[src/rtl/relm_ps2_rx.sv]
// PS/2 keyboard receiver: conditions the raw clock/data pins, deserialises
// 11-bit frames and buffers scancodes in a small FIFO popped by the core.
module relm_ps2_rx #(
    parameter int WD      = 32,
    parameter int WAF     = 4,
    parameter int NFILT   = 8,
    parameter int TIMEOUT = 100000
) (
    input  logic          clk,
    input  logic          rst_n_in,
    input  logic          ps2_clk_in,
    input  logic          ps2_dat_in,
    output logic          ps2_clk_oe_out,
    input  logic [WD:0]   pop_d,
    output logic [WD:0]   pop_q
);

    localparam int DEPTH = 2 ** WAF;
    localparam int TW    = $clog2(TIMEOUT + 1);
    localparam logic [TW-1:0] TMO_LIMIT = TW'(TIMEOUT);

    typedef enum logic [1:0] {
        ST_IDLE   = 2'd0,
        ST_DATA   = 2'd1,
        ST_PARITY = 2'd2,
        ST_STOP   = 2'd3
    } state_t;

    // Odd parity over the data byte plus the received parity bit.
    function automatic logic odd_parity_ok(input logic [7:0] data, input logic par);
        return ^{data, par};
    endfunction

    logic [1:0]       rst_sync_r;
    logic             rst_n_s;
    logic [1:0]       clk_sync_r;
    logic [1:0]       dat_sync_r;
    logic [NFILT-1:0] clk_sh_r;
    logic [NFILT-1:0] dat_sh_r;
    logic             filt_clk_r;
    logic             filt_dat_r;
    logic             filt_clk_d_r;
    logic             fall_s;

    state_t           state_r, state_n;
    logic [2:0]       bit_cnt_r, bit_cnt_n;
    logic [7:0]       shift_r, shift_n;
    logic             par_r, par_n;
    logic [TW-1:0]    tmo_r, tmo_n;
    logic             tmo_hit_s;
    logic             frame_ok_s;
    logic             frame_bad_s;

    logic [7:0]       mem_r [DEPTH];
    logic [WAF:0]     wr_ptr_r;
    logic [WAF:0]     rd_ptr_r;
    logic             empty_s;
    logic             full_s;
    logic             pop_fire_s;
    logic             wr_en_s;
    logic [7:0]       head_s;
    logic             ovf_r;
    logic [7:0]       err_cnt_r;
    logic             oe_r;
    logic             pop_unused_s;

    // Reset is asserted asynchronously but released in step with clk.
    always_ff @(posedge clk or negedge rst_n_in) begin
        if (!rst_n_in) begin
            rst_sync_r <= 2'b00;
        end else begin
            rst_sync_r <= {rst_sync_r[0], 1'b1};
        end
    end
    assign rst_n_s = rst_sync_r[1];

    // Synchronise both pins and only move the filtered level on NFILT agreeing samples.
    always_ff @(posedge clk or negedge rst_n_s) begin
        if (!rst_n_s) begin
            clk_sync_r   <= 2'b11;
            dat_sync_r   <= 2'b11;
            clk_sh_r     <= '1;
            dat_sh_r     <= '1;
            filt_clk_r   <= 1'b1;
            filt_dat_r   <= 1'b1;
            filt_clk_d_r <= 1'b1;
        end else begin
            clk_sync_r   <= {clk_sync_r[0], ps2_clk_in};
            dat_sync_r   <= {dat_sync_r[0], ps2_dat_in};
            clk_sh_r     <= {clk_sh_r[NFILT-2:0], clk_sync_r[1]};
            dat_sh_r     <= {dat_sh_r[NFILT-2:0], dat_sync_r[1]};
            filt_clk_d_r <= filt_clk_r;
            if (&clk_sh_r) begin
                filt_clk_r <= 1'b1;
            end else if (~|clk_sh_r) begin
                filt_clk_r <= 1'b0;
            end
            if (&dat_sh_r) begin
                filt_dat_r <= 1'b1;
            end else if (~|dat_sh_r) begin
                filt_dat_r <= 1'b0;
            end
        end
    end
    assign fall_s = filt_clk_d_r & ~filt_clk_r;

    // Frame FSM state and datapath registers.
    always_ff @(posedge clk or negedge rst_n_s) begin
        if (!rst_n_s) begin
            state_r   <= ST_IDLE;
            bit_cnt_r <= 3'd0;
            shift_r   <= 8'd0;
            par_r     <= 1'b0;
            tmo_r     <= '0;
        end else begin
            state_r   <= state_n;
            bit_cnt_r <= bit_cnt_n;
            shift_r   <= shift_n;
            par_r     <= par_n;
            tmo_r     <= tmo_n;
        end
    end

    assign tmo_hit_s = (state_r != ST_IDLE) && !fall_s && (tmo_r == TMO_LIMIT);

    // Next-state logic; a timeout overrides whatever the bit handling decided.
    always_comb begin
        state_n     = state_r;
        bit_cnt_n   = bit_cnt_r;
        shift_n     = shift_r;
        par_n       = par_r;
        frame_ok_s  = 1'b0;
        frame_bad_s = 1'b0;
        case (state_r)
            ST_IDLE: begin
                if (fall_s && !filt_dat_r) begin
                    state_n   = ST_DATA;
                    bit_cnt_n = 3'd0;
                end else begin
                    state_n = ST_IDLE;
                end
            end
            ST_DATA: begin
                if (fall_s) begin
                    shift_n   = {filt_dat_r, shift_r[7:1]};
                    bit_cnt_n = bit_cnt_r + 3'd1;
                    if (bit_cnt_r == 3'd7) begin
                        state_n = ST_PARITY;
                    end else begin
                        state_n = ST_DATA;
                    end
                end else begin
                    state_n = ST_DATA;
                end
            end
            ST_PARITY: begin
                if (fall_s) begin
                    par_n   = filt_dat_r;
                    state_n = ST_STOP;
                end else begin
                    state_n = ST_PARITY;
                end
            end
            ST_STOP: begin
                if (fall_s) begin
                    if (odd_parity_ok(shift_r, par_r) && filt_dat_r) begin
                        frame_ok_s = 1'b1;
                    end else begin
                        frame_bad_s = 1'b1;
                    end
                    state_n = ST_IDLE;
                end else begin
                    state_n = ST_STOP;
                end
            end
            default: begin
                state_n = ST_IDLE;
            end
        endcase
        if (tmo_hit_s) begin
            state_n     = ST_IDLE;
            frame_bad_s = 1'b1;
        end else begin
            state_n = state_n;
        end
    end

    // Inactivity counter only runs while a frame is in progress.
    always_comb begin
        tmo_n = tmo_r;
        if ((state_r == ST_IDLE) || fall_s || tmo_hit_s) begin
            tmo_n = '0;
        end else begin
            tmo_n = tmo_r + TW'(1);
        end
    end

    assign empty_s    = (wr_ptr_r == rd_ptr_r);
    assign full_s     = (wr_ptr_r[WAF] != rd_ptr_r[WAF]) &&
                        (wr_ptr_r[WAF-1:0] == rd_ptr_r[WAF-1:0]);
    assign pop_fire_s = pop_d[WD] & ~empty_s;
    // A pop in the same cycle frees the slot the completing frame lands in.
    assign wr_en_s    = frame_ok_s & (~full_s | pop_fire_s);
    assign head_s     = mem_r[rd_ptr_r[WAF-1:0]];
    assign pop_unused_s = ^pop_d[WD-1:0];

    // Scancode storage.
    always_ff @(posedge clk or negedge rst_n_s) begin
        if (!rst_n_s) begin
            for (int i = 0; i < DEPTH; i++) begin
                mem_r[i] <= 8'd0;
            end
        end else if (wr_en_s) begin
            mem_r[wr_ptr_r[WAF-1:0]] <= shift_r;
        end
    end

    // FIFO pointers, overflow flag, error counter and clock inhibit.
    always_ff @(posedge clk or negedge rst_n_s) begin
        if (!rst_n_s) begin
            wr_ptr_r  <= '0;
            rd_ptr_r  <= '0;
            ovf_r     <= 1'b0;
            err_cnt_r <= 8'd0;
            oe_r      <= 1'b0;
        end else begin
            if (wr_en_s) begin
                wr_ptr_r <= wr_ptr_r + {{WAF{1'b0}}, 1'b1};
            end
            if (pop_fire_s) begin
                rd_ptr_r <= rd_ptr_r + {{WAF{1'b0}}, 1'b1};
                ovf_r    <= 1'b0;
            end else if (frame_ok_s && full_s) begin
                ovf_r <= 1'b1;
            end
            if (frame_bad_s && (err_cnt_r != 8'd255)) begin
                err_cnt_r <= err_cnt_r + 8'd1;
            end
            oe_r <= full_s && (state_r == ST_IDLE);
        end
    end

    assign ps2_clk_oe_out = oe_r;

    // Pop result word assembled from registered state.
    always_comb begin
        pop_q        = '0;
        pop_q[WD]    = empty_s;
        pop_q[23:16] = err_cnt_r;
        pop_q[8]     = ovf_r;
        pop_q[7:0]   = head_s;
    end

endmodule

[config.mk]
export PLATFORM = sky130hd
export DESIGN_NAME = relm_ps2_rx
export DESIGN_NICKNAME = d
export VERILOG_FILES = /design/src/rtl/relm_ps2_rx.sv
export SDC_FILE = /design/constraint.sdc
export NUM_CORES = 1
export LEC_CHECK = 0
export BUFFER_PORTS_ARGS = -buffer_cell sky130_fd_sc_hd__buf_2
export CAP_MARGIN = 15
export CORE_MARGIN = 10
export CORE_UTILIZATION = 55
export CTS_BUF_LIST = sky130_fd_sc_hd__clkbuf_4 sky130_fd_sc_hd__clkbuf_8 sky130_fd_sc_hd__clkbuf_16
export DETAILED_ROUTE_END_ITERATION = 8
export PLACE_DENSITY = 0.86
export SETUP_SLACK_MARGIN = 0.1
export SYNTH_ARGS = -nofsm -noshare
export SYNTH_HDL_FRONTEND = slang
export SYNTH_SLANG_ARGS = --single-unit
[constraint.sdc]
create_clock -name clk -period 6.7 [get_ports clk]
set_input_delay 0.67 -clock clk [delete_from_list [all_inputs] [get_ports clk]]
set_output_delay 0.67 -clock clk [all_outputs]
set_load 0.005 [all_outputs]
* Word level (Yosys, flattened, before mapping)
Cells that the tools add are included.
Word-level totals: register bits 204, output and inout port bits 34, word-level logic and storage cells 119, input bits 37
Operators by class: add/subtract/negate cells 5, bitwise operators 9, equality and inequality tests 13, order comparisons 3, reductions and logical operators 25, multiplexer cells 30
Operators with widths (count):
- 128-bit bitwise mux | 1
- 8-bit binary-select mux with 4-bit select | 1
- 8-bit demux with 4-bit select | 1
- 8-bit 2-to-1 mux | 3
- 17-bit by 1-bit adder with 17-bit output, second input constant | 1
- 17-bit equality test, second input constant | 1
- 17-bit 2-to-1 mux | 1
- 8-bit AND reduction | 2
- 8-bit OR reduction | 2
- 1-bit 2-to-1 mux | 15
- 5-bit by 1-bit adder with 5-bit output, second input constant | 2
- 5-bit >= comparator, second input constant | 2
- 4-bit inverter with 5-bit output | 2
- 1-bit logical AND | 9
- 9-bit parity | 1
- 8-bit by 1-bit adder with 8-bit output, second input constant | 1
- 2-bit 2-to-1 mux | 4
- 2-bit != test, second input constant | 4
- 8-bit != test, second input constant | 1
- 2-bit one-hot mux with 4 select lines | 1
- 3-bit 2-to-1 mux | 2
- 3-bit one-hot mux with 2 select lines | 1
- 2-bit nonzero test | 3
- 5-bit equality test | 1
- other kinds (15) | 23

* Longest topological paths before layout
word-level depth 8, gate-level depth with buffers 9, gate-level depth less buffers 8

* Worst setup path after synthesis
No wires, ideal clock.
path type reg-to-output, start reg rd_ptr_r[0], end out pop_q[0], cell stages (with the launch flop) 5, arrival time 2106 ps, data required time 6030 ps, slack 3924 ps, path buffers 2, path through dfrtp_1 > buf_2 > buf_1 > mux4_2 > mux4_2
On the way: longest elaborated chain between the ends 4
RTL lines:
- start: declaration | RTL line 56 | logic [WAF:0] rd_ptr_r;
- start signal: assignment | RTL line 231 | rd_ptr_r <= rd_ptr_r + {{WAF{1'b0}}, 1'b1};
- 4-bit inverter with 5-bit output (not written as such) | RTL line 204 | assign head_s = mem_r[rd_ptr_r[WAF-1:0]];
- 8-bit binary-select mux with 4-bit select | RTL line 204
- 8-bit 2-to-1 mux (not written as such) (2 in series) | RTL line 204
- end: declaration | RTL line 15 | output logic [WD:0] pop_q
No other way between the ends. The select of a mux whose other input is x is not followed.

* Final worst setup path
Ends and elaborated chain as after synthesis.

==> Implementation_results.wiki <==
{| class="wikitable"
! Metric !! Value
|-
| Result of the run || finished, final reports clean
|-
| Type of the tightest min-delay check || in -> reg
|-
| Final Cycle Share || roughly 53%
|-
| Initial Util || 56.7%
|-
| Total power after layout || 3.00 mW
|-
| Number of antenna cells inserted || 0
|-
| Worst r2r src || shift_r[4]
|-
| Area of the placeable core || 16800 sq um
|-
| Total iterations of the first detailed-routing run || 4
|-
| Final Max Slew Viols || 0
|-
| Chip width || 151 um
|-
| H-tree depth || 1
|-
| Final setup violation count || 0
|-
| Arrival time at the worst endpoint || between 2 and 3 ns
|-
| Nets || roughly 690
|-
| Violation count after the first detailed-routing iteration || 335
|-
| # IOs || 71
|-
| Clock root cell || sky130_fd_sc_hd__clkbuf_16
|-
| Residual overflow from global routing || 0
|-
| Crit path capture || pop_q[0]
|-
| Clock tree from TritonCTS || yes
|-
| Final period demand of the worst path || 3.57 ns
|-
| Power per cell area || 289 nW/um^2
|-
| Unrepaired setup endpoints after global routing || no
|-
| Most repeated cell in the gate-level netlist after synthesis || sky130_fd_sc_hd__dfrtp_1
|-
| Ys flop type || sky130_fd_sc_hd__dfrtp_1
|-
| Growth of design area from synthesis to finish || 9.44%
|-
| DIE HEIGHT || 151 um
|-
| Routed via count divided by cell count || a little under 6
|-
| DRC errors left || 0
|-
| Buffers inserted by post-CTS timing repair || 0
|-
| Most used cell, CP || sky130_fd_sc_hd__mux4_2
|-
| Slew at the pin with the worst max-slew slack || 1.04 ns
|-
| Via total after detailed routing || 5144
|-
| Skew-Pair Late Insertion Delay || 0.50 ns
|-
| FF-to-FF End || mem_r[85]
|-
| Clock skew || 0.0189 ns
|-
| Number of standard-cell rows in the floorplan || 47
|-
| Global router's overall resource usage || 16.2%
|-
| Number of warnings printed during yosys synthesis || 0
|-
| Cell types occupying the most area after synthesis || sky130_fd_sc_hd__dfrtp_1, sky130_fd_sc_hd__mux2_2, sky130_fd_sc_hd__mux4_2
|-
| Reg-to-reg setup timing slack || 3.36 ns
|-
| Setup TNS || 0 ns
|-
| Number of gates resized after cts || 0
|-
| HPWL after detailed placement || 11800 um
|-
| Placer congestion estimate || approximately 0.8
|-
| Launching element type of the critical path || register
|-
| Cells along the critical path || buf_4 > mux4_2 > mux4_2 > buf_2
|-
| Clock buffer depth || 3
|-
| Share of async-settable or async-resettable flops after synthesis || 100%
|-
| Largest net degree at the start of global routing || 88
|-
| Global-route wire length before repair || 29800 um
|-
| Highest achievable clock rate || roughly 0.28 GHz
|-
| Clock buffer count from CTS || 21
|-
| Worst Reg2Reg Path Length in Cells || 7
|-
| Input/output buffers || 23
|-
| Post-synthesis cell type count || 45
|-
| Post-place setup slack || 3.42 ns
|-
| Maximum net fanout on the critical path || 28
|-
| Critical Path Source || rd_ptr_r[0]
|-
| Relative slew slack || 30.4%
|-
| Final worst slack || 3.13 ns
|-
| Fraction of layout cells with a size suffix above 1 || 43.1%
|-
| TritonCTS Sinks || 204
|-
| CTS clk-pin slew, worst paths || roughly 0.060 ns
|-
| Worst Setup End Kind || output pin
|-
| Syn avg cell area || 14.9 sq um
|-
| Number of antenna violations at the first check in global routing || 0
|-
| Cts hold-fix bufs || 1
|-
| Combined area of all synthesized cells || between 9000 and 10000 sq um
|-
| Detailed Route WL || 17900 um
|-
| Number of hold violations in the final report || 0
|-
| Number of synthesized flops with an enable pin || 0
|-
| Max VDD drop || around 0.00015 V
|-
| Cell type with the largest total area after synthesis || sky130_fd_sc_hd__dfrtp_1
|-
| Post-synthesis sequential element count || 204
|-
| Synth top cells by count || sky130_fd_sc_hd__dfrtp_1, sky130_fd_sc_hd__mux2_2, sky130_fd_sc_hd__mux2_4, sky130_fd_sc_hd__mux4_2, sky130_fd_sc_hd__nor2_1
|-
| Avg WL per Cell || around 20 um
|-
| Vias in the first global route || about 5600
|-
| Die footprint || 22900 sq um
|-
| Proportion of netlist area held by the largest area contributor || 47.7%
|-
| Slowest library cell on the worst path || sky130_fd_sc_hd__mux4_2
|-
| Sequential-to-total area share from yosys stat || around 54%
|-
| Leak Pwr || 5.05 nW
|-
| Biggest cell delay along the critical path || 0.60 ns
|-
| Final ANT Viol Nets || 0
|-
| Classification of the worst setup path || reg -> out
|-
| Instance count of the mapped netlist || 636
|-
| Max-capacitance violation count || 0
|-
| Required arrival time at the worst endpoint || 6.03 ns
|}
-- worst max-delay path: cells and delay by family, from the launching register on --
family	cells	cell delay (ns)
multiplexers	2	1.14
flip-flops	1	0.56
buffers and inverters	2	0.68
-- power by group --
part / internal (mW) / leakage [nW] / total (mW) / switching (mW)
Combinational: 0.175 / 1.94 / 0.356 / 0.180
Sequential: 1.28 / 2.74 / 1.42 / 0.136
Clock: 0.749 / 0.366 / 1.23 / 0.480
Total: 2.21 / 5.05 / 3.00 / 0.797
-- layer usage --
metal	track usage (%)	up-vias	routed length, um
li1	-	2273	-
met1	21.1	2756	7690
met2	27.4	92	9230
met3	2.68	23	699
met4	4.96	0	296
met5	0	-	0
-- worst min-delay path by stage --
stage | start | endpoint | slack [ns] | cells past startpoint
final | ps2_dat_in | dat_sync_r[0] | 0.27 | 1
after global routing | ps2_dat_in | dat_sync_r[0] | 0.26 | 1
after CTS | ps2_dat_in | dat_sync_r[0] | 0.26 | 1
after detailed placement | rst_sync_r[0] | rst_sync_r[1] | 0.34 | 0
after global placement | rst_sync_r[0] | rst_sync_r[1] | 0.34 | 0
after floorplan | rst_sync_r[0] | rst_sync_r[1] | 0.33 | 0
-- cell type report --
cell class              instances  area [sq um]
fillers                      1163          6360
flip-flops and latches        204          5140
multi-input cells             382          4060
clock buffers                  29           604
well taps                     220           275
repair buffers                 29           163
clock inverters                 9           126
inverters                       8          30.0
-- cells by family after synthesis --
group | count (synthesis) | synth area share [%]
adders and majority gates | 10 | 1.32
AOI/OAI and AO/OA | 18 | 1.19
buffers and inverters | 64 | 3.78
xor gates and xnor gates | 40 | 3.93
other | 2 | 0.0791
muxes | 182 | 27.9
DFF | 204 | 54.0
and+or+nand+nor | 116 | 7.77
-- stage by stage --
step / instance area (sq um) / hold slack (ns) / utilization, % / instances
after floorplan: 9550 / 0.331 / - / 650
after global placement: 9660 / 0.337 / 57.6 / 842
after detailed placement: 9660 / 0.341 / 57.6 / 842
after CTS: 10400 / 0.259 / 62.0 / 881
after global routing: 10400 / 0.255 / 62.0 / 881
final: 10400 / 0.272 / 62.0 / 881
-- cell usage in the layout, fill, tap and decap left out, types with 10 or more instances in the layout --
cell,Yosys,routed
sky130_fd_sc_hd__conb_1,2,16
sky130_fd_sc_hd__xnor2_1,20,20
sky130_fd_sc_hd__and3_1,10,10
sky130_fd_sc_hd__dfstp_2,23,23
sky130_fd_sc_hd__xor2_1,18,18
sky130_fd_sc_hd__dfrtp_1,181,179
sky130_fd_sc_hd__ha_1,10,10
sky130_fd_sc_hd__buf_2,7,23
sky130_fd_sc_hd__mux2_4,40,40
sky130_fd_sc_hd__clkbuf_16,0,21
sky130_fd_sc_hd__nor2_1,31,31
sky130_fd_sc_hd__nand3_1,15,15
sky130_fd_sc_hd__mux4_2,40,40
sky130_fd_sc_hd__nand2_1,13,13
sky130_fd_sc_hd__mux2_2,99,99
-- registers in the layout, summed over array words and instances, names as in the netlist, 2 cells and up --
| signal | count |
|---|---|
| bit_cnt_r | 3 |
| clk_sh_r | 8 |
| clk_sync_r | 2 |
| dat_sh_r | 8 |
| dat_sync_r | 2 |
| err_cnt_r | 8 |
| mem_r | 128 |
| rd_ptr_r | 5 |
| rst_sync_r | 2 |
| shift_r | 8 |
| state_r | 2 |
| tmo_r | 17 |
| wr_ptr_r | 5 |
Note: power is estimated with default switching activity, not from simulation.
